[config.mk]
export PLATFORM = sky130hd
export DESIGN_NAME = keypad_scanner
export DESIGN_NICKNAME = d
export VERILOG_FILES = /design/src/rtl/keypad_scanner_pkg.sv /design/src/rtl/keypad_col_scanner.sv /design/src/rtl/keypad_scanner.sv
export SDC_FILE = /design/constraint.sdc
export NUM_CORES = 1
export LEC_CHECK = 0
export ABC_AREA = 1
export CAP_MARGIN = 10
export CORE_MARGIN = 5
export CORE_UTILIZATION = 59
export DETAILED_ROUTE_END_ITERATION = 10
export DONT_BUFFER_PORTS = 1
export GPL_TIMING_DRIVEN = 1
export PLACE_DENSITY = 0.89
export SLEW_MARGIN = 30
export SYNTH_ARGS = -nofsm -noshare
export SYNTH_HDL_FRONTEND = slang
export SYNTH_HIERARCHICAL = 1
export SYNTH_SLANG_ARGS = --single-unit
[constraint.sdc]
create_clock -name i_Clk -period 9.7 [get_ports i_Clk]
set_input_delay 2.425 -clock i_Clk [delete_from_list [all_inputs] [get_ports i_Clk]]
set_output_delay 2.425 -clock i_Clk [all_outputs]
set_load 0.02 [all_outputs]
[src/rtl/keypad_scanner_pkg.sv]
// Shared types, constants and helpers for the 4x4 keypad scanner.
package keypad_scanner_pkg;

  localparam int KEY_W = 4;
  localparam int ROWS  = 4;
  localparam int COLS  = 4;

  localparam logic [COLS-1:0] COL_IDLE = 4'b1111;

  // Debounce FSM states
  typedef enum logic [1:0] {
    ST_IDLE        = 2'd0,
    ST_PRESS_DEB   = 2'd1,
    ST_HELD        = 2'd2,
    ST_RELEASE_DEB = 2'd3
  } deb_state_t;

  // Frame classification codes
  typedef enum logic [1:0] {
    CLS_NONE   = 2'd0,
    CLS_SINGLE = 2'd1,
    CLS_MULTI  = 2'd2
  } key_class_t;

  typedef struct packed {
    key_class_t       cls;
    logic [KEY_W-1:0] key;
  } classify_t;

  // Classify a full-frame snapshot: no key, exactly one key (with its code), or several.
  function automatic classify_t classify(input logic [ROWS*COLS-1:0] snap);
    classify_t  res;
    logic [4:0] n;
    n       = 5'd0;
    res.key = {KEY_W{1'b0}};
    res.cls = CLS_NONE;
    for (int i = 0; i < ROWS*COLS; i++) begin
      if (snap[i]) begin
        n       = n + 5'd1;
        res.key = KEY_W'(i);
      end else begin
        n = n;
      end
    end
    case (n)
      5'd0:    res.cls = CLS_NONE;
      5'd1:    res.cls = CLS_SINGLE;
      default: res.cls = CLS_MULTI;
    endcase
    return res;
  endfunction

  // Active-low one-hot column drive for a column index.
  function automatic logic [COLS-1:0] col_drive(input logic [1:0] idx);
    logic [COLS-1:0] one;
    one = 4'b0001;
    return ~(one << idx);
  endfunction

endpackage

[src/rtl/keypad_col_scanner.sv]
// Column sequencer: dwells SCAN_DIV cycles on each column, flags the
// sampling cycle of each column and the end of a full 4-column frame.
module keypad_col_scanner
  import keypad_scanner_pkg::*;
#(
  parameter int SCAN_DIV = 50000
) (
  input  logic        i_Clk,
  input  logic        i_Rst,
  input  logic        i_Enable,
  output logic [3:0]  o_Col,
  output logic [1:0]  o_Col_Idx,
  output logic        o_Sample,
  output logic        o_Frame
);

  localparam int            DW         = $clog2(SCAN_DIV);
  localparam logic [DW-1:0] DWELL_LAST = DW'(SCAN_DIV - 1);

  logic          r_run;
  logic [DW-1:0] r_dwell;
  logic [1:0]    r_idx;
  logic [3:0]    r_col;
  logic          w_last;

  // Rows are sampled on the last dwell cycle so they have settled for SCAN_DIV-1 cycles.
  assign w_last    = r_run && (r_dwell == DWELL_LAST);
  assign o_Sample  = w_last;
  assign o_Frame   = w_last && (r_idx == 2'd3);
  assign o_Col     = r_col;
  assign o_Col_Idx = r_idx;

  // Dwell counter, column index and registered column drive.
  always_ff @(posedge i_Clk or negedge i_Rst) begin
    if (!i_Rst) begin
      r_run   <= 1'b0;
      r_dwell <= '0;
      r_idx   <= 2'd0;
      r_col   <= COL_IDLE;
    end else if (!i_Enable) begin
      r_run   <= 1'b0;
      r_dwell <= '0;
      r_idx   <= 2'd0;
      r_col   <= COL_IDLE;
    end else if (!r_run) begin
      // First driven cycle always starts on column 0
      r_run   <= 1'b1;
      r_dwell <= '0;
      r_idx   <= 2'd0;
      r_col   <= col_drive(2'd0);
    end else if (w_last) begin
      // Column index wraps 3 -> 0 on purpose
      r_dwell <= '0;
      r_idx   <= r_idx + 2'd1;
      r_col   <= col_drive(r_idx + 2'd1);
    end else begin
      r_dwell <= r_dwell + DW'(1);
    end
  end

endmodule

[src/rtl/keypad_scanner.sv]
// 4x4 active-low keypad scanner: synchronizes rows, builds a per-frame
// snapshot, classifies it and debounces presses/releases frame by frame.
module keypad_scanner
  import keypad_scanner_pkg::*;
#(
  parameter int SCAN_DIV     = 50000,
  parameter int DEBOUNCE_CNT = 4
) (
  input  logic              i_Clk,
  input  logic              i_Rst,
  input  logic              i_Enable,
  input  logic [ROWS-1:0]   i_Row,
  output logic [COLS-1:0]   o_Col,
  output logic [KEY_W-1:0]  o_Key,
  output logic              o_fKey,
  output logic              o_Held,
  output logic              o_Multi
);

  localparam int            CW      = $clog2(DEBOUNCE_CNT + 1);
  localparam logic [CW-1:0] CNT_MAX = CW'(DEBOUNCE_CNT);
  localparam logic [CW-1:0] CNT_ONE = CW'(1);

  logic [ROWS-1:0]      r_row_meta;
  logic [ROWS-1:0]      r_row_sync;
  logic [ROWS*COLS-1:0] r_snap;
  deb_state_t           r_state;
  logic [KEY_W-1:0]     r_cand;
  logic [CW-1:0]        r_cnt;
  logic [KEY_W-1:0]     r_key;
  logic                 r_fkey;
  logic                 r_held;
  logic                 r_multi;

  logic [ROWS-1:0]      w_rows;
  logic [1:0]           w_col_idx;
  logic                 w_sample;
  logic                 w_frame;
  logic [ROWS*COLS-1:0] w_snap_next;
  classify_t            w_cls;
  logic                 w_single_cand;
  logic [CW-1:0]        w_cnt_inc;

  keypad_col_scanner #(
    .SCAN_DIV (SCAN_DIV)
  ) u_col_scanner (
    .i_Clk     (i_Clk),
    .i_Rst     (i_Rst),
    .i_Enable  (i_Enable),
    .o_Col     (o_Col),
    .o_Col_Idx (w_col_idx),
    .o_Sample  (w_sample),
    .o_Frame   (w_frame)
  );

  // Two-flop synchronizer for the asynchronous row inputs.
  always_ff @(posedge i_Clk or negedge i_Rst) begin
    if (!i_Rst) begin
      r_row_meta <= 4'b1111;
      r_row_sync <= 4'b1111;
    end else begin
      r_row_meta <= i_Row;
      r_row_sync <= r_row_meta;
    end
  end

  assign w_rows = ~r_row_sync;

  // Snapshot as it will look after this cycle's sample, so the frame strobe sees column 3 too.
  always_comb begin
    w_snap_next = r_snap;
    if (w_sample) begin
      w_snap_next[{w_col_idx, 2'b00} +: ROWS] = w_rows;
    end else begin
      w_snap_next = r_snap;
    end
  end

  assign w_cls         = classify(w_snap_next);
  assign w_single_cand = (w_cls.cls == CLS_SINGLE) && (w_cls.key == r_cand);
  assign w_cnt_inc     = (r_cnt == CNT_MAX) ? CNT_MAX : (r_cnt + CNT_ONE);

  // Snapshot register: one nibble per column, cleared while disabled.
  always_ff @(posedge i_Clk or negedge i_Rst) begin
    if (!i_Rst) begin
      r_snap <= '0;
    end else if (!i_Enable) begin
      r_snap <= '0;
    end else if (w_sample) begin
      r_snap <= w_snap_next;
    end else begin
      r_snap <= r_snap;
    end
  end

  // Debounce FSM with registered key/strobe/held/multi outputs, stepped once per frame.
  always_ff @(posedge i_Clk or negedge i_Rst) begin
    if (!i_Rst) begin
      r_state <= ST_IDLE;
      r_cand  <= '0;
      r_cnt   <= '0;
      r_key   <= '0;
      r_fkey  <= 1'b0;
      r_held  <= 1'b0;
      r_multi <= 1'b0;
    end else if (!i_Enable) begin
      // Disable wins over a coinciding acceptance; the last key code is kept
      r_state <= ST_IDLE;
      r_cnt   <= '0;
      r_fkey  <= 1'b0;
      r_held  <= 1'b0;
      r_multi <= 1'b0;
    end else begin
      r_fkey <= 1'b0;
      if (w_frame) begin
        r_multi <= (w_cls.cls == CLS_MULTI);
        case (r_state)
          ST_IDLE: begin
            if (w_cls.cls == CLS_SINGLE) begin
              r_cand  <= w_cls.key;
              r_cnt   <= CNT_ONE;
              r_state <= ST_PRESS_DEB;
            end else begin
              r_cnt <= '0;
            end
          end
          ST_PRESS_DEB: begin
            if (w_single_cand) begin
              if (w_cnt_inc == CNT_MAX) begin
                r_state <= ST_HELD;
                r_cnt   <= '0;
                r_key   <= r_cand;
                r_held  <= 1'b1;
                r_fkey  <= 1'b1;
              end else begin
                r_cnt <= w_cnt_inc;
              end
            end else begin
              r_state <= ST_IDLE;
              r_cnt   <= '0;
            end
          end
          ST_HELD: begin
            if (w_single_cand) begin
              r_cnt <= '0;
            end else begin
              r_state <= ST_RELEASE_DEB;
              r_cnt   <= CNT_ONE;
            end
          end
          ST_RELEASE_DEB: begin
            if (w_single_cand) begin
              r_state <= ST_HELD;
              r_cnt   <= '0;
            end else if (w_cnt_inc == CNT_MAX) begin
              r_state <= ST_IDLE;
              r_cnt   <= '0;
              r_held  <= 1'b0;
            end else begin
              r_cnt <= w_cnt_inc;
            end
          end
          default: begin
            r_state <= ST_IDLE;
            r_cnt   <= '0;
            r_held  <= 1'b0;
          end
        endcase
      end else begin
        r_state <= r_state;
      end
    end
  end

  assign o_Key   = r_key;
  assign o_fKey  = r_fkey;
  assign o_Held  = r_held;
  assign o_Multi = r_multi;

endmodule

==> flow_summary.json <==
{
  "run_status": "finished clean",
  "hp-class": "reg -> reg",
  "drcViolationCount": 0,
  "final-hold-violation-count": 0,
  "grt_pass1_vias": 4539,
  "wl_per_cell_um": 12.79,
  "ir_drop_mv": 0.1083,
  "coreArea_um2": 8678,
  "cts-root-buf": "clkbuf_8",
  "h-tree-depth": 3,
  "clkSinkCount": 63,
  "routed_wl_mm": 11.59,
  "antenna_found_initial": 0,
  "overflow": 0,
  "synth_edf_count": 0,
  "n_antenna_cell": 0,
  "syn_inst": 772,
  "numCtsBuffers": 9,
  "setup-tns-final_ns": 0,
  "top_layer_used": "met4",
  "design_power_total_mw": 0.5923,
  "stdcell_count": 906,
  "syn-cell-area_um2": 5233,
  "syn_area_per_cell_um2": 6.778,
  "vias": 4896,
  "dp_cells": 878,
  "synthDistinctLibCells": 43,
  "place.gp.congestion": 0.8771,
  "final_cell_mix": "190 x nand2_1, 116 x inv_1, 93 x nor2_1",
  "vias_per_cell": 5.404,
  "worstMarginPinSlew_ns": 0.7703,
  "power_density_nw_per_um2": 102.5,
  "period_share_pct": 95.65,
  "criticalPathCategory": "reg -> reg",
  "synth_fp_nets": 806,
  "syn_to_final_growth_pct": 10.43,
  "globalRouteTotalUtil_pct": 20.98,
  "ys_warn_count": 6,
  "endpoint_kind": "flop",
  "port_buffers": 0,
  "slew_headroom_pct": 48.17,
  "rows": 34,
  "grt_pass1_wl_mm": 19.55,
  "wl_met3_um": 642,
  "leakage_nw": 3.135,
  "wl_met1_mm": 5.007,
  "cp_slowest_stage_delay_ns": 0.42,
  "grt_start_max_net_pins": 64,
  "fmax_mhz": 107.8,
  "path_clk_slew_ns": 0.07,
  "crit_slowest_cell": "ha_1",
  "fp.dieW_um": 104.2,
  "hpwl_mm": 8.171,
  "met2_length_mm": 5.724,
  "cp_data_arrival_time_ns": 9.49,
  "drt-initial-drc-count": 290,
  "finalClockSkew_ns": 0.01034,
  "crit_fanout": 9,
  "ys_seq_elements": 63,
  "async_flop_share_pct": 100.0,
  "drv_cap": 0,
  "setup_viol": 0,
  "timing.final.max_slew_violations": 0,
  "clock_latency_ns": 0.35,
  "die_h_um": 104.2,
  "layout.cells.most_common": "nand2_1",
  "required_ns": 9.91,
  "ios": 18,
  "initial_core_util_pct": 60.29,
  "ant_nets": 0,
  "period_minus_slack_ns": 9.278,
  "seq_area_frac_synth_pct": 30.42,
  "fp.dieArea_um2": 10850,
  "startpoint_type": "flop",
  "cts_tree": "built",
  "first_pass_iters": 5,
  "drive_gt1_share_pct": 20.55,
  "cts_buffer_depth": 2,
  "nNetsFinal": 827,
  "synth_ff_type": "dfrtp_1"
}
[sequential cells by signal, indices dropped and copies added (netlist names), 3 cells and up]
register               count
u_col_scanner/o_Col        4
r_row_sync                 4
r_cnt                      3
r_row_meta                 4
r_snap                    16
u_col_scanner/r_dwell     16
o_Key                      4
r_cand                     4
[what timing repair did]
item	in CTS	in global routing
hold buffers	0	0
buffers inserted	0	11
setup endpoints to repair	0	16
resized for setup	0	25
[through the flow]
step           cell area, µm²  hold WS, ns  utilization (%)  worst slack (ns)
2_1_floorplan            5233       0.3452                -            0.6928
3_3_place_gp             5353       0.3458            61.68            0.5081
3_5_place_dp             5353       0.3472            61.68            0.1451
4_1_cts                  5577       0.3557            64.26           0.06355
5_1_grt                  5778       0.3627            66.58           -0.1235
6_report                 5778       0.3552            66.58            0.4216
[worst paths after layout]
kind / slack, ns / startpoint / depth (start not counted) / endpoint
worst max-delay path: 0.42 / u_col_scanner/o_Col_Idx[0] / 56 / r_cand[0]
worst min-delay path: 0.36 / r_row_meta[3] / 0 / r_row_sync[3]
min in group asynchronous: 1.77 / i_Rst / 0 / o_fKey
max in group asynchronous: 7.72 / i_Rst / 0 / u_col_scanner/o_Col[2]
worst min register to register: 0.36 / r_row_meta[3] / 0 / r_row_sync[3]
worst max register to register: 0.42 / u_col_scanner/o_Col_Idx[0] / 56 / r_cand[0]
[Yosys cell counts (all sizes together), types with 5 or more instances]
cell | number | area share [%]
nand3 | 85 | 9.4
xnor2 | 5 | 0.84
xor2 | 11 | 1.8
inv | 128 | 9.2
dfstp | 12 | 6.0
nand2 | 250 | 21
ha | 27 | 6.5
nand4 | 11 | 1.6
nor3 | 9 | 1.1
o21ai | 33 | 3.6
dfrtp | 51 | 24
a21oi | 8 | 0.77
nor2 | 107 | 8.9
o21bai | 6 | 0.86
nand3b | 6 | 0.93
[routing by layer]
metal / up-vias / GRT usage [%]
met5: - / 0
met4: 0 / 5.458
met3: 30 / 5.649
met2: 145 / 35.70
met1: 2255 / 26.31
li1: 2466 / -
[critical path, delay by kind of cell, from the launching register on]
kind | cells | cell delay (ns)
AOI/OAI and AO/OA | 4 | 0.49
buffers and inverters | 5 | 0.53
adders and majority gates | 15 | 4.24
and+or+nand+nor | 32 | 3.43
DFF | 1 | 0.41
[power by group]
| part | leakage [nW] | switching [mW] | internal, mW |
|---|---|---|---|
| Sequential | 0.807 | 0.0111 | 0.273 |
| Combinational | 2.21 | 0.0354 | 0.0149 |
| Clock | 0.114 | 0.0997 | 0.159 |
| Total | 3.13 | 0.146 | 0.446 |
[cell families after synthesis]
logic type / count (synthesis) / share of synthesized area, %
DFF: 63 / 30.42
buffers and inverters: 136 / 10.23
xor gates and xnor gates: 16 / 2.678
adders and majority gates: 27 / 6.456
AOI/OAI and AO/OA: 55 / 6.648
and+or+nand+nor: 475 / 43.57
[area by class of cell]
type,instances,area [µm²]
Multi-Input combinational cell,574,3222
Fill cell,698,2900
Sequential cell,63,1594
Inverter,132,505.5
Clock buffer,13,158.9
Tap cell,108,135.1
Timing Repair Buffer,13,97.59
Clock inverter,3,65.06
(Power assumes the default switching activity.)
